**src/rtl/omsp_uart_tx_if.sv**
```systemverilog
// Peripheral bus bundle between the openMSP430 core and this UART transmitter.
interface omsp_uart_tx_if;
  logic [13:0] per_addr;
  logic [15:0] per_din;
  logic        per_en;
  logic [1:0]  per_we;
  logic [15:0] per_dout;

  modport master (
    output per_addr,
    output per_din,
    output per_en,
    output per_we,
    input  per_dout
  );

  modport slave (
    input  per_addr,
    input  per_din,
    input  per_en,
    input  per_we,
    output per_dout
  );
endinterface

```
**src/rtl/omsp_uart_tx.sv**
```systemverilog
// Memory-mapped 8N1 UART transmitter with a small TX FIFO on the openMSP430 peripheral bus.
module omsp_uart_tx #(
  parameter logic [14:0] BASE_ADDR    = 15'h0080,
  parameter logic [15:0] DEFAULT_BAUD = 16'd433,
  parameter int unsigned FIFO_AW      = 2
) (
  input  logic            mclk,
  input  logic            puc_rst,
  omsp_uart_tx_if.slave   per,
  output logic            uart_txd,
  output logic            irq_tx
);

  localparam int unsigned FIFO_DEPTH = 2 ** FIFO_AW;
  localparam int unsigned LVL_W      = FIFO_AW + 1;

  typedef enum logic [1:0] {
    IDLE  = 2'd0,
    START = 2'd1,
    DATA  = 2'd2,
    STOP  = 2'd3
  } state_t;

  state_t state;
  state_t state_nxt;

  logic               tx_en;
  logic               irq_en;
  logic [15:0]        baud;
  logic               done;
  logic               ovf;

  logic [7:0]         mem [FIFO_DEPTH];
  logic [FIFO_AW-1:0] wr_ptr;
  logic [FIFO_AW-1:0] rd_ptr;
  logic [LVL_W-1:0]   level;
  logic               full;
  logic               empty;
  logic [7:0]         fifo_head;

  logic [15:0]        bit_cnt;
  logic [2:0]         bit_idx;
  logic [7:0]         shift;
  logic [7:0]         shift_nxt;
  logic               txd_nxt;
  logic               tick;
  logic               pop;
  logic               shift_en;
  logic               done_set;

  logic               sel;
  logic [1:0]         reg_idx;
  logic               wr_lo;
  logic               wr_hi;
  logic               rd;
  logic               push;
  logic               push_ok;
  logic               push_rej;
  logic               stat_wr;
  logic [7:0]         status;

  assign sel      = per.per_en && (per.per_addr[13:2] == BASE_ADDR[14:3]);
  assign reg_idx  = per.per_addr[1:0];
  assign wr_lo    = sel && per.per_we[0];
  assign wr_hi    = sel && per.per_we[1];
  assign rd       = sel && (per.per_we == 2'b00);
  assign push     = wr_lo && (reg_idx == 2'd3);
  assign push_ok  = push && !full;
  assign push_rej = push && full;
  assign stat_wr  = wr_lo && (reg_idx == 2'd1);

  assign full      = (level == LVL_W'(FIFO_DEPTH));
  assign empty     = (level == '0);
  assign fifo_head = mem[rd_ptr];
  assign tick      = (bit_cnt >= baud);

  assign status = {3'(level), ovf, done, empty, full, (state != IDLE)};

  // Combinational register read mux; silent unless selected for a read.
  always_comb begin
    per.per_dout = '0;
    if (rd) begin
      case (reg_idx)
        2'd0:    per.per_dout = {14'b0, irq_en, tx_en};
        2'd1:    per.per_dout = {8'b0, status};
        2'd2:    per.per_dout = baud;
        default: per.per_dout = '0;
      endcase
    end
  end

  // Control, baud and sticky status flags; a set in the same cycle beats a clear.
  always_ff @(posedge mclk) begin
    if (puc_rst) begin
      tx_en  <= 1'b0;
      irq_en <= 1'b0;
      baud   <= DEFAULT_BAUD;
      done   <= 1'b0;
      ovf    <= 1'b0;
      irq_tx <= 1'b0;
    end else begin
      if (wr_lo && (reg_idx == 2'd0)) begin
        tx_en  <= per.per_din[0];
        irq_en <= per.per_din[1];
      end
      if (wr_lo && (reg_idx == 2'd2)) baud[7:0]  <= per.per_din[7:0];
      if (wr_hi && (reg_idx == 2'd2)) baud[15:8] <= per.per_din[15:8];
      if (done_set)                          done <= 1'b1;
      else if (stat_wr && per.per_din[3])    done <= 1'b0;
      if (push_rej)                          ovf  <= 1'b1;
      else if (stat_wr && per.per_din[4])    ovf  <= 1'b0;
      irq_tx <= done && irq_en;
    end
  end

  // FIFO storage; contents need no reset because level gates every read.
  always_ff @(posedge mclk) begin
    if (push_ok) mem[wr_ptr] <= per.per_din[7:0];
  end

  // FIFO pointers and fill level; a same-cycle pop never frees room for the push.
  always_ff @(posedge mclk) begin
    if (puc_rst) begin
      wr_ptr <= '0;
      rd_ptr <= '0;
      level  <= '0;
    end else begin
      if (push_ok) wr_ptr <= wr_ptr + FIFO_AW'(1);
      if (pop)     rd_ptr <= rd_ptr + FIFO_AW'(1);
      level <= level + LVL_W'(push_ok) - LVL_W'(pop);
    end
  end

  // State register.
  always_ff @(posedge mclk) begin
    if (puc_rst) state <= IDLE;
    else         state <= state_nxt;
  end

  // Next-state logic: bit sequencing and FIFO pops.
  always_comb begin
    state_nxt = state;
    pop       = 1'b0;
    shift_en  = 1'b0;
    done_set  = 1'b0;
    case (state)
      IDLE: begin
        if (tx_en && !empty) begin
          pop       = 1'b1;
          state_nxt = START;
        end
      end
      START: begin
        if (tick) state_nxt = DATA;
      end
      DATA: begin
        if (tick) begin
          if (bit_idx == 3'd7) state_nxt = STOP;
          else                 shift_en  = 1'b1;
        end
      end
      STOP: begin
        if (tick) begin
          if (tx_en && !empty) begin
            pop       = 1'b1;
            state_nxt = START;
          end else begin
            state_nxt = IDLE;
            done_set  = empty;
          end
        end
      end
      default: state_nxt = IDLE;
    endcase
  end

  // Output logic: next shift contents and the line level for the upcoming state.
  always_comb begin
    shift_nxt = shift;
    if (pop)           shift_nxt = fifo_head;
    else if (shift_en) shift_nxt = {1'b0, shift[7:1]};
    txd_nxt = 1'b1;
    case (state_nxt)
      START:   txd_nxt = 1'b0;
      DATA:    txd_nxt = shift_nxt[0];
      default: txd_nxt = 1'b1;
    endcase
  end

  // Bit timer, bit index, shift register and registered serial output.
  always_ff @(posedge mclk) begin
    if (puc_rst) begin
      bit_cnt  <= '0;
      bit_idx  <= '0;
      shift    <= '0;
      uart_txd <= 1'b1;
    end else begin
      shift    <= shift_nxt;
      uart_txd <= txd_nxt;
      if ((state == IDLE) || tick) bit_cnt <= '0;
      else                         bit_cnt <= bit_cnt + 16'd1;
      if (state != DATA) bit_idx <= '0;
      else if (tick)     bit_idx <= bit_idx + 3'd1;
    end
  end

endmodule
```
**src/flat_wrapper.sv**
```systemverilog
// flat-port wrapper written by rule: the top's interface ports become plain ports
module omsp_uart_tx_flat 
#(
  parameter logic [14:0] BASE_ADDR    = 15'h0080,
  parameter logic [15:0] DEFAULT_BAUD = 16'd433,
  parameter int unsigned FIFO_AW      = 2
)
  (mclk, puc_rst, uart_txd, irq_tx, per_per_addr, per_per_din, per_per_en, per_per_we, per_per_dout);
  omsp_uart_tx_if per_i ();
  input  logic mclk;
  input  logic puc_rst;
  output logic uart_txd;
  output logic irq_tx;
  input wire logic [$bits(per_i.per_addr)-1:0] per_per_addr;
  input wire logic [$bits(per_i.per_din)-1:0] per_per_din;
  input wire logic [$bits(per_i.per_en)-1:0] per_per_en;
  input wire logic [$bits(per_i.per_we)-1:0] per_per_we;
  output wire logic [$bits(per_i.per_dout)-1:0] per_per_dout;
  assign per_i.per_addr = per_per_addr;
  assign per_i.per_din = per_per_din;
  assign per_i.per_en = per_per_en;
  assign per_i.per_we = per_per_we;
  assign per_per_dout = per_i.per_dout;
  omsp_uart_tx #(.BASE_ADDR(BASE_ADDR), .DEFAULT_BAUD(DEFAULT_BAUD), .FIFO_AW(FIFO_AW)) u_core (.mclk(mclk), .puc_rst(puc_rst), .per(per_i), .uart_txd(uart_txd), .irq_tx(irq_tx));
endmodule
```
**config.mk**
```make
export PLATFORM = sky130hd
export DESIGN_NAME = omsp_uart_tx_flat
export DESIGN_NICKNAME = d
export VERILOG_FILES = /design/src/rtl/omsp_uart_tx_if.sv /design/src/rtl/omsp_uart_tx.sv /design/src/flat_wrapper.sv
export SDC_FILE = /design/constraint.sdc
export NUM_CORES = 1
export LEC_CHECK = 0
export ABC_AREA = 1
export BUFFER_PORTS_ARGS = -buffer_cell sky130_fd_sc_hd__buf_2
export CAP_MARGIN = 20
export CORE_ASPECT_RATIO = 1.75
export CORE_UTILIZATION = 50
export DETAILED_ROUTE_END_ITERATION = 8
export PLACE_DENSITY = 0.72
export SLEW_MARGIN = 20
export SYNTH_ARGS = -nofsm -noshare
export SYNTH_HDL_FRONTEND = slang
export SYNTH_SLANG_ARGS = --single-unit
```
**constraint.sdc**
```tcl
create_clock -name mclk -period 2.4 [get_ports mclk]
set_clock_uncertainty 0.15 [all_clocks]
set_input_delay 0.12 -clock mclk [delete_from_list [all_inputs] [get_ports mclk]]
set_output_delay 0.12 -clock mclk [all_outputs]
set_load 0.005 [all_outputs]
```
==> flow_metrics.py, run 1 <==
metrics = {
    "run_status": {
        "status": "finished with violations",
        "violations": "negative setup slack",
    },
    "grt": {
        "antenna_found_initial": 0,
        "grt_usage_pct": 26.4,
        "grt_pass1_vias": 4211,
        "grt_remaining_overflow": 0,
        "grt_pass1_wl_um": 18800,
        "grt_max_degree": 28,
    },
    "logic_synthesis": {
        "synth_area_um2": 4550,
        "synth_edf_count": 32,
        "syn_nets": 593,
        "syn_avg_cell_area_um2": 8.62,
        "yosys.area.top_type": "dfxtp_1",
        "synthCells": 528,
        "ys_top_cells_by_area": "dfxtp_1, edfxtp_1, ha_1",
        "ys_seq_area_share_pct": 47.5,
        "synthFlopType": "dfxtp_1",
        "ys_types": 38,
        "ys_ff_latch": 92,
        "synth_top_area_share_pct": 26.4,
        "ys_async_sr_fraction_pct": 0,
        "ys.warnings.count": 0,
    },
    "min_path": {
        "hp-class": "in -> reg",
        "holdPathEnd": "u_core.bit_cnt[14]$_SDFF_PP0_",
        "min_from": "puc_rst",
        "hold_depth": 4,
    },
    "clocking": {
        "cts_made_buffers": 9,
        "ctsLongestPathBuffers": 2,
        "clock_sinks": 92,
        "cts.clk_slew.worst_paths_ns": 0.07,
        "cts_tree": "built",
        "clock_latency_ns": 0.35,
        "cts_max_level": 3,
        "root_buffer": "clkbuf_16",
    },
    "route": {
        "ant_nets": 0,
        "num_vias": 4030,
        "drc": 0,
        "drt-pass1-iter-count": 4,
        "drt-initial-drc-count": 197,
        "vias_per_cell": 5.17,
        "drt_wl_total_um": 11500,
        "wl_per_cell_um": 14.7,
    },
    "run": {
        "maxCapViolCount": 0,
    },
    "power": {
        "peakVddDrop_v": 0.000440,
        "p_leak_nw": 2.52,
        "cellPowerDensity_nw_per_um2": 568,
    },
    "place": {
        "placed_cells": 741,
        "gp_congestion": 0.904,
        "port_buffers": 52,
        "hpwlAfterDp_um": 8410,
    },
    "sta": {
        "fin_crit_sh_pct": 106,
        "setup_viol": 2,
        "clock.fmax_mhz": 393,
        "drv_slew": 0,
        "final.setup.tns_ns": -0.259,
        "period_needed_ns": 2.54,
        "rsz0062_at_grt": "true",
        "fin_ws_ns": -0.142,
        "timing.final.hold_violations": 0,
        "relSlewSlack_pct": 61.3,
        "worst_slew_pin_slew_ns": 0.578,
    },
    "die": {
        "dieArea_um2": 9500,
        "num_rows": 45,
        "io_pins": 53,
        "core_area_um2": 8730,
        "die_x_um": 74.1,
        "die_y_um": 128,
        "initial_utilization_pct": 52.1,
    },
    "cells_and_area": {
        "area.growth.synth_to_final_pct": 30.7,
        "fin_util_pct": 68.1,
        "layout-drive-gt1-share_pct": 27.1,
        "final_cells": 780,
        "n_antenna_cell": 0,
        "nets": 723,
    },
    "critical_path": {
        "startpoint_type": "register",
        "reg2reg_from": "u_core.baud[1]$_SDFFE_PP0P_",
        "reg2reg_depth": 19,
        "r2r_setup_slack_ns": -0.14,
        "required_ns": 2.47,
        "worstPathArrival_ns": 2.62,
        "crit_type": "reg -> reg",
        "crit_fanout": 3,
        "end_kind": "register",
        "r2r_end": "u_core.level[1]$_SDFF_PP0_",
    },
}
-- synthesized netlist by cell type (2+ instances only) --
cell      instances
nor2_2            5
buf_2             3
nand3_2           3
nand2_4           5
nor3b_1           2
nand3b_1          2
xor2_1            6
clkbuf_1          7
nor3_2            6
nor3_1           14
nor2_4            5
o21a_1            2
nor2_1           73
o22ai_1           7
o21ai_0          36
a21oi_1          30
edfxtp_1         32
ha_1             29
inv_1            65
nand4_1           6
or2_2             2
dfxtp_1          60
nand2_1          73
nand3_1          18
inv_2             7
a31oi_1           7
a211oi_1         11
nand2_2           2
-- how the worst max path moves through the flow --
stage | cells after the start | endpoint | slack (ns) | start
detailed placement | 19 | u_core.level[1]$_SDFF_PP0_ | -0.26 | u_core.baud[3]$_SDFFE_PP0P_
global placement | 19 | u_core.level[1]$_SDFF_PP0_ | -0.18 | u_core.baud[3]$_SDFFE_PP0P_
CTS | 19 | u_core.level[1]$_SDFF_PP0_ | -0.15 | u_core.baud[1]$_SDFFE_PP0P_
finish | 19 | u_core.level[1]$_SDFF_PP0_ | -0.14 | u_core.baud[1]$_SDFFE_PP0P_
global route | 19 | u_core.level[1]$_SDFF_PP0_ | -0.31 | u_core.baud[1]$_SDFFE_PP0P_
floorplan | 19 | u_core.level[1]$_SDFF_PP0_ | -0.14 | u_core.baud[3]$_SDFFE_PP0P_
-- repair_timing --
action                     in CTS  in global routing
pin swaps                       4                  4
setup endpoints to repair       2                  5
hold buffers                   18                  0
hold endpoints to repair       49                  0
buffers inserted                4                  2
resized for setup              15                  1
-- where the power goes --
group	internal, mW	switching (mW)
clock network	0.950	0.618
registers	1.62	0.00277
logic	0.0845	0.103
-- cell usage in the layout, fill, tap and decap left out, types with 18 or more instances in the layout --
| cell type | Yosys | layout |
|---|---|---|
| nand2_1 | 73 | 71 |
| dlygate4sd3_1 | 0 | 18 |
| buf_4 | 0 | 59 |
| nor2_1 | 73 | 73 |
| edfxtp_1 | 32 | 32 |
| ha_1 | 29 | 25 |
| inv_1 | 65 | 62 |
| o21ai_0 | 36 | 34 |
| buf_2 | 3 | 52 |
| nand3_1 | 18 | 18 |
| a21oi_1 | 30 | 30 |
| dfxtp_1 | 60 | 55 |
-- metal layers --
| metal | vias to the layer above | track usage, % | share of wire [%] |
|---|---|---|---|
| li1 | 2023 | - | - |
| met1 | 1880 | 26.6 | 37 |
| met2 | 95 | 47.4 | 55 |
| met3 | 32 | 3.93 | 3.4 |
| met4 | 0 | 18.7 | 5.2 |
| met5 | - | 0 | 0 |
-- stage by stage --
stage | hold slack (ns) | power, mW | area, µm² | worst slack (ns)
finish | 0.0322 | 3.37 | 5950 | -0.142
global route | 0.0535 | 3.47 | 5950 | -0.306
CTS | 0.0237 | 3.38 | 5940 | -0.147
detailed placement | 0.198 | 1.81 | 5340 | -0.256
global placement | 0.191 | 1.81 | 5340 | -0.176
floorplan | 0.0689 | 1.73 | 4560 | -0.140
-- flip-flops by register name, summed over array words and instances (netlist names), named ones only --
signal	count
u_core.level	3
u_core.rd_ptr	2
u_core.wr_ptr	2
u_core.bit_cnt	16
u_core.shift	8
u_core.tx_en	1
u_core.uart_txd	1
u_core.bit_idx	3
u_core.baud	16
u_core.mem	32
u_core.ovf	1
u_core.state	2
u_core.irq_tx	1
u_core.done	1
u_core.irq_en	1
-- cells by family after synthesis --
family	after synthesis	synth area share [%]
AND/OR/NAND/NOR	218	23.5
AO/OA/AOI/OAI	99	12.3
flip-flops	92	47.5
buffers and inverters	83	7.10
adder cells (fa/ha/maj)	30	8.42
XOR/XNOR	6	1.16
-- critical path, cell delays in order (launching register included) --
cell     delay, ns
dfxtp_2       0.34
inv_2         0.05
ha_4          0.25
nand2_1       0.04
nor2_1        0.09
nor2_1        0.05
nand2_1       0.06
nand2_1       0.06
nand2_2       0.10
nand2_4       0.06
nand2_4       0.06
nand2_4       0.05
nand2_4       0.07
nand2_4       0.05
or2_4         0.26
nand2_4       0.07
ha_4          0.12
fa_1          0.39
inv_1         0.06
nor2_1        0.03
-- cell type report --
class / instances / area [µm²]
multi-input cells: 353 / 2130
well taps: 117 / 146
clock buffers: 10 / 239
inverters: 72 / 270
repair buffers: 130 / 903
clock inverters: 6 / 91.3
flip-flops and latches: 92 / 2170
fillers: 676 / 2780
(Power assumes the default switching activity.)
==> run 2, diff against run 1 <==
MAX_ROUTING_LAYER = met4   (was unset)
==> flow_metrics.py, run 2 (same netlist as run 1, synthesis figures left out) <==
metrics = {
    "sta": {
        "clock.fmax_mhz": 393,
        "drv_slew": 0,
        "timing.final.hold_violations": 0,
        "whs_ns": 0.0320,
        "worst_slew_pin_slew_ns": 0.580,
        "fin_crit_sh_pct": 106,
        "fin_ws_ns": -0.142,
        "rsz0062_at_grt": "true",
        "relSlewSlack_pct": 61.2,
        "setup_viol": 2,
        "period_needed_ns": 2.54,
    },
    "route": {
        "vias_per_cell": 5.20,
        "ant_nets": 0,
        "num_vias": 4054,
        "drt-initial-drc-count": 204,
        "wl_per_cell_um": 14.8,
        "drc": 0,
        "drt-pass1-iter-count": 4,
        "drt_wl_total_um": 11500,
    },
    "cells_and_area": {
        "area.growth.synth_to_final_pct": 30.7,
        "n_antenna_cell": 0,
        "final_cell_mix": "nor2_1, nand2_1, inv_1",
        "largest_reg_flops": 32,
        "final_cells": 780,
        "nets": 723,
        "layout-drive-gt1-share_pct": 27.1,
        "layout_commonest_cell": "nor2_1",
        "fin_area_um2": 5950,
        "fin_util_pct": 68.1,
        "top_register": "u_core.mem",
        "fillers": 676,
        "reg_top3": "u_core.mem (32), u_core.baud (16), u_core.bit_cnt (16)",
    },
    "clocking": {
        "cts_max_level": 3,
        "clock_sinks": 92,
        "ctsLongestPathBuffers": 2,
        "cts_tree": "built",
        "clock_latency_ns": 0.35,
        "root_buffer": "clkbuf_16",
        "cts_made_buffers": 9,
        "cts.clk_slew.worst_paths_ns": 0.07,
    },
    "run": {
        "maxCapViolCount": 0,
    },
    "die": {
        "die_x_um": 74.1,
        "core_area_um2": 8730,
        "io_pins": 53,
        "num_rows": 45,
        "dieArea_um2": 9500,
        "initial_utilization_pct": 52.1,
        "die_y_um": 128,
    },
    "grt": {
        "grt_max_degree": 28,
        "grt_pass1_wl_um": 18800,
        "antenna_found_initial": 0,
        "grt_remaining_overflow": 0,
        "grt_pass1_vias": 4208,
        "grt_usage_pct": 27.2,
    },
    "place": {
        "place_ws_ns": -0.256,
        "gp_congestion": 0.920,
        "port_buffers": 52,
        "hpwlAfterDp_um": 8410,
        "placed_cells": 741,
        "place_area_um2": 5340,
    },
    "critical_path": {
        "crit_fanout": 3,
        "worstPathArrival_ns": 2.61,
        "required_ns": 2.47,
        "crit_type": "reg -> reg",
        "startpoint_type": "register",
        "end_kind": "register",
    },
    "power": {
        "cellPowerDensity_nw_per_um2": 568,
        "peakVddDrop_v": 0.000442,
        "p_leak_nw": 2.52,
    },
    "min_path": {
        "hp-class": "in -> reg",
    },
    "run_status": {
        "violations": "negative setup slack",
        "status": "finished with violations",
    },
}
## run 2: cell counts in the layout (fill, tap and decap cells not counted)
No cell type changed its count.
## run 2: metal layers
| metal | vias up | global-route usage [%] | part of all wire (%) | wire length [µm] |
|---|---|---|---|---|
| li1 | 2020 | - | - | - |
| met4 | 0 | 17.0 | 5.4 | 621 |
| met3 | 41 | 5.11 | 3.3 | 380 |
| met2 | 106 | 47.4 | 54 | 6270 |
| met5 | - | - | 0 | 0 |
| met1 | 1887 | 26.8 | 37 | 4240 |
## run 2: area by class of cell
type / count / area [µm²] / share of cell area, %
Sequential cell: 92 / 2170 / 36.5
Multi-Input combinational cell: 353 / 2130 / 35.8
Timing Repair Buffer: 130 / 903 / 15.2
Inverter: 72 / 270 / 4.55
Clock buffer: 10 / 239 / 4.02
Tap cell: 117 / 146 / 2.46
Clock inverter: 6 / 91.3 / 1.54
## run 2: metrics by stage
step | TNS, ns | power, mW
3_3_place_gp | -0.305 | 1.81
5_1_grt | -0.564 | 3.47
3_5_place_dp | -0.464 | 1.81
4_1_cts | -0.249 | 3.38
6_report | -0.254 | 3.37
2_1_floorplan | -0.268 | 1.73
## run 2: path summary, 6_finish.rpt
| kind | cells past startpoint | endpoint | start | slack [ns] |
|---|---|---|---|---|
| setup / recovery | 19 | u_core.level[1]$_SDFF_PP0_ | u_core.baud[1]$_SDFFE_PP0P_ | -0.14 |
| hold / removal | 4 | u_core.bit_cnt[14]$_SDFF_PP0_ | puc_rst | 0.03 |
| setup reg to reg | 19 | u_core.level[1]$_SDFF_PP0_ | u_core.baud[1]$_SDFFE_PP0P_ | -0.14 |
| hold reg to reg | 2 | u_core.ovf$_SDFFE_PP0P_ | u_core.ovf$_SDFFE_PP0P_ | 0.32 |
## run 2: repair_timing
| item | CTS | global route |
|---|---|---|
| hold buffers | 18 | 0 |
| endpoints found under the hold margin | 49 | 0 |
| pin swaps | 4 | 4 |
| gates resized for setup | 15 | 1 |
| endpoints found under the setup margin | 2 | 5 |
| setup buffers | 4 | 2 |
| gates cloned | 0 | 0 |
## run 2: worst max-delay path: stages (launching register included)
cell,delay (ns)
dfxtp_2,0.34
inv_2,0.05
ha_4,0.25
nand2_1,0.04
nor2_1,0.09
nor2_1,0.05
nand2_1,0.06
nand2_1,0.06
nand2_2,0.10
nand2_4,0.06
nand2_4,0.06
nand2_4,0.05
nand2_4,0.07
nand2_4,0.05
or2_4,0.26
nand2_4,0.07
ha_4,0.12
fa_1,0.39
inv_1,0.06
nor2_1,0.03
## run 2: report_power, final
group          internal, mW  switching (mW)  total, mW
registers              1.62         0.00272       1.62
clock network         0.950           0.617       1.57
logic                0.0845           0.104      0.189
==> run 3, diff against run 2 <==
clock period = 2.11 ns   (was 2.4 ns; I/O delays follow)
==> flow_metrics.py, run 3 (same netlist as run 1, synthesis figures left out) <==
metrics = {
    "cells_and_area": {
        "multiInputGateArea_um2": 2360,
        "largest_reg_flops": 32,
        "fillers": 593,
        "n_antenna_cell": 0,
        "layout_commonest_cell": "buf_4",
        "top_register": "u_core.mem",
        "regArea_um2": 2170,
        "area.growth.synth_to_final_pct": 40.8,
        "fin_area_um2": 6400,
        "layout-drive-gt1-share_pct": 35.0,
        "final_cell_mix": "buf_4, nor2_1, nand2_1",
        "reg_top3": "u_core.mem (32), u_core.baud (16), u_core.bit_cnt (16)",
        "nets": 746,
    },
    "place": {
        "place_area_um2": 5410,
        "place_ws_ns": -0.555,
        "port_buffers": 52,
        "gp_congestion": 0.851,
        "hpwlAfterDp_um": 8380,
    },
    "power": {
        "cellPowerDensity_nw_per_um2": 585,
        "swShare_pct": 22.8,
        "internal-power_mw": 2.90,
        "p_sw_mw": 0.854,
        "p_comb_share_pct": 7.0,
        "clockPowerShare_pct": 43.9,
        "power_frac_seq_pct": 49.1,
        "p_leak_nw": 2.71,
        "peakVddDrop_v": 0.000532,
    },
    "grt": {
        "grt_usage_pct": 28.4,
        "grt_pass1_wl_um": 19300,
        "grt_max_degree": 28,
        "antenna_found_initial": 0,
        "grt_pass1_vias": 4258,
        "grt_remaining_overflow": 0,
    },
    "min_path": {
        "min_from": "per_per_we[1]",
        "hp-class": "in -> reg",
        "holdPathEnd": "u_core.baud[8]$_SDFFE_PP1P_",
        "hold_depth": 4,
    },
    "route": {
        "vias_per_cell": 5.24,
        "drt-initial-drc-count": 173,
        "wl_per_cell_um": 15.5,
        "drt-pass1-iter-count": 6,
        "num_vias": 4205,
        "ant_nets": 0,
        "drc": 0,
        "drt_wl_total_um": 12400,
    },
    "sta": {
        "clock.fmax_mhz": 371,
        "relSlewSlack_pct": 70.3,
        "rsz0062_at_grt": "true",
        "period_needed_ns": 2.70,
        "setup_viol": 21,
        "worst_slew_pin_slew_ns": 0.445,
        "fin_crit_sh_pct": 128,
        "fin_ws_ns": -0.588,
        "timing.final.hold_violations": 0,
        "drv_slew": 0,
    },
    "clocking": {
        "cts.clk_slew.worst_paths_ns": 0.07,
        "ctsLongestPathBuffers": 2,
        "root_buffer": "clkbuf_16",
        "cts_max_level": 3,
        "clock_latency_ns": 0.35,
        "cts_tree": "built",
        "clock_sinks": 92,
        "cts_made_buffers": 9,
    },
    "critical_path": {
        "end_kind": "register",
        "startpoint_type": "register",
        "r2r_setup_slack_ns": -0.59,
        "crit_fanout": 3,
        "cpMaxStageDelayCell": "fa_2",
        "path_cells": "inv_2, ha_4, nand2_4, nor2_4, nor2_1, nand2_1, nand2_2, nand2_2, nand2_4, nand2_4, nand2_4, nand2_4, nand2_4, or2_4, buf_6, fa_2, inv_2, nor2_1",
        "crit_type": "reg -> reg",
        "reg2reg_from": "u_core.bit_cnt[0]$_SDFF_PP0_",
        "worstPathArrival_ns": 2.83,
        "cpMostUsedCell": "nand2_4",
        "required_ns": 2.24,
        "reg2reg_depth": 18,
        "r2r_end": "u_core.level[1]$_SDFF_PP0_",
        "critPathMaxStageDelay_ns": 0.54,
    },
    "die": {
        "dieArea_um2": 9500,
        "num_rows": 45,
        "initial_utilization_pct": 52.1,
        "die_y_um": 128,
        "io_pins": 53,
        "die_x_um": 74.1,
        "core_area_um2": 8730,
    },
    "run_status": {
        "violations": "negative setup slack",
        "status": "finished with violations",
    },
    "run": {
        "maxCapViolCount": 0,
    },
}
==> run 3: power groups by stage <==
stage | Sequential, mW | Combinational, mW | Clock [mW]
after floorplan | 1.88 | 0.0884 | 0
after global placement | 1.88 | 0.179 | 0
after detailed placement | 1.88 | 0.184 | 0
after CTS | 1.84 | 0.239 | 1.68
after global routing | 1.84 | 0.283 | 1.72
final | 1.84 | 0.262 | 1.64
==> run 3: layout make-up <==
cell class | instances | area share (%)
flip-flops and latches | 92 | 33.9
clock inverters | 6 | 1.11
multi-input cells | 353 | 36.9
repair buffers | 153 | 17.9
inverters | 72 | 4.30
clock buffers | 10 | 3.58
well taps | 117 | 2.29
==> run 3: worst max path at each step <==
stage,start,end,cells after the start
6_report,u_core.bit_cnt[0]$_SDFF_PP0_,u_core.level[1]$_SDFF_PP0_,18
5_1_grt,u_core.baud[1]$_SDFFE_PP0P_,u_core.level[1]$_SDFF_PP0_,19
4_1_cts,u_core.baud[3]$_SDFFE_PP0P_,u_core.level[1]$_SDFF_PP0_,19
3_5_place_dp,u_core.baud[3]$_SDFFE_PP0P_,u_core.level[1]$_SDFF_PP0_,19
3_3_place_gp,u_core.baud[3]$_SDFFE_PP0P_,u_core.level[1]$_SDFF_PP0_,19
2_1_floorplan,u_core.baud[1]$_SDFFE_PP0P_,u_core.level[2]$_SDFF_PP0_,21
==> run 3: critical path, delay by kind of cell (launching register included) <==
| family | cells | cell delay, ns |
|---|---|---|
| adders and majority gates | 2 | 0.81 |
| DFF | 1 | 0.35 |
| and+or+nand+nor | 13 | 1.12 |
| buffers and inverters | 3 | 0.21 |
==> run 3: routing by layer <==
metal  up-vias  wire, µm  track usage (%)
met5         -         0                -
met4         0       775             20.1
met3        48       393             5.74
met2       112      6850             50.5
met1      1971      4410             25.9
li1       2074         -                -
==> run 3: what timing repair did <==
item,in CTS,in global routing
hold endpoints to repair,51,0
pin swaps,16,18
buffers inserted,9,7
gates resized for setup,47,43
gates cloned,1,0
setup endpoints to repair,34,43
hold buffers,19,0
==> run 3: stage by stage <==
stage	cells	total power [mW]	hold WS (ns)	util [%]	setup TNS (ns)
after floorplan	528	1.97	0.0544	-	-0.863
after global placement	751	2.06	0.172	62.0	-1.75
after detailed placement	751	2.07	0.185	62.0	-3.44
after CTS	796	3.76	0.00859	70.7	-4.38
after global routing	803	3.85	0.0306	73.4	-10.24
final	803	3.75	0.0131	73.4	-6.59
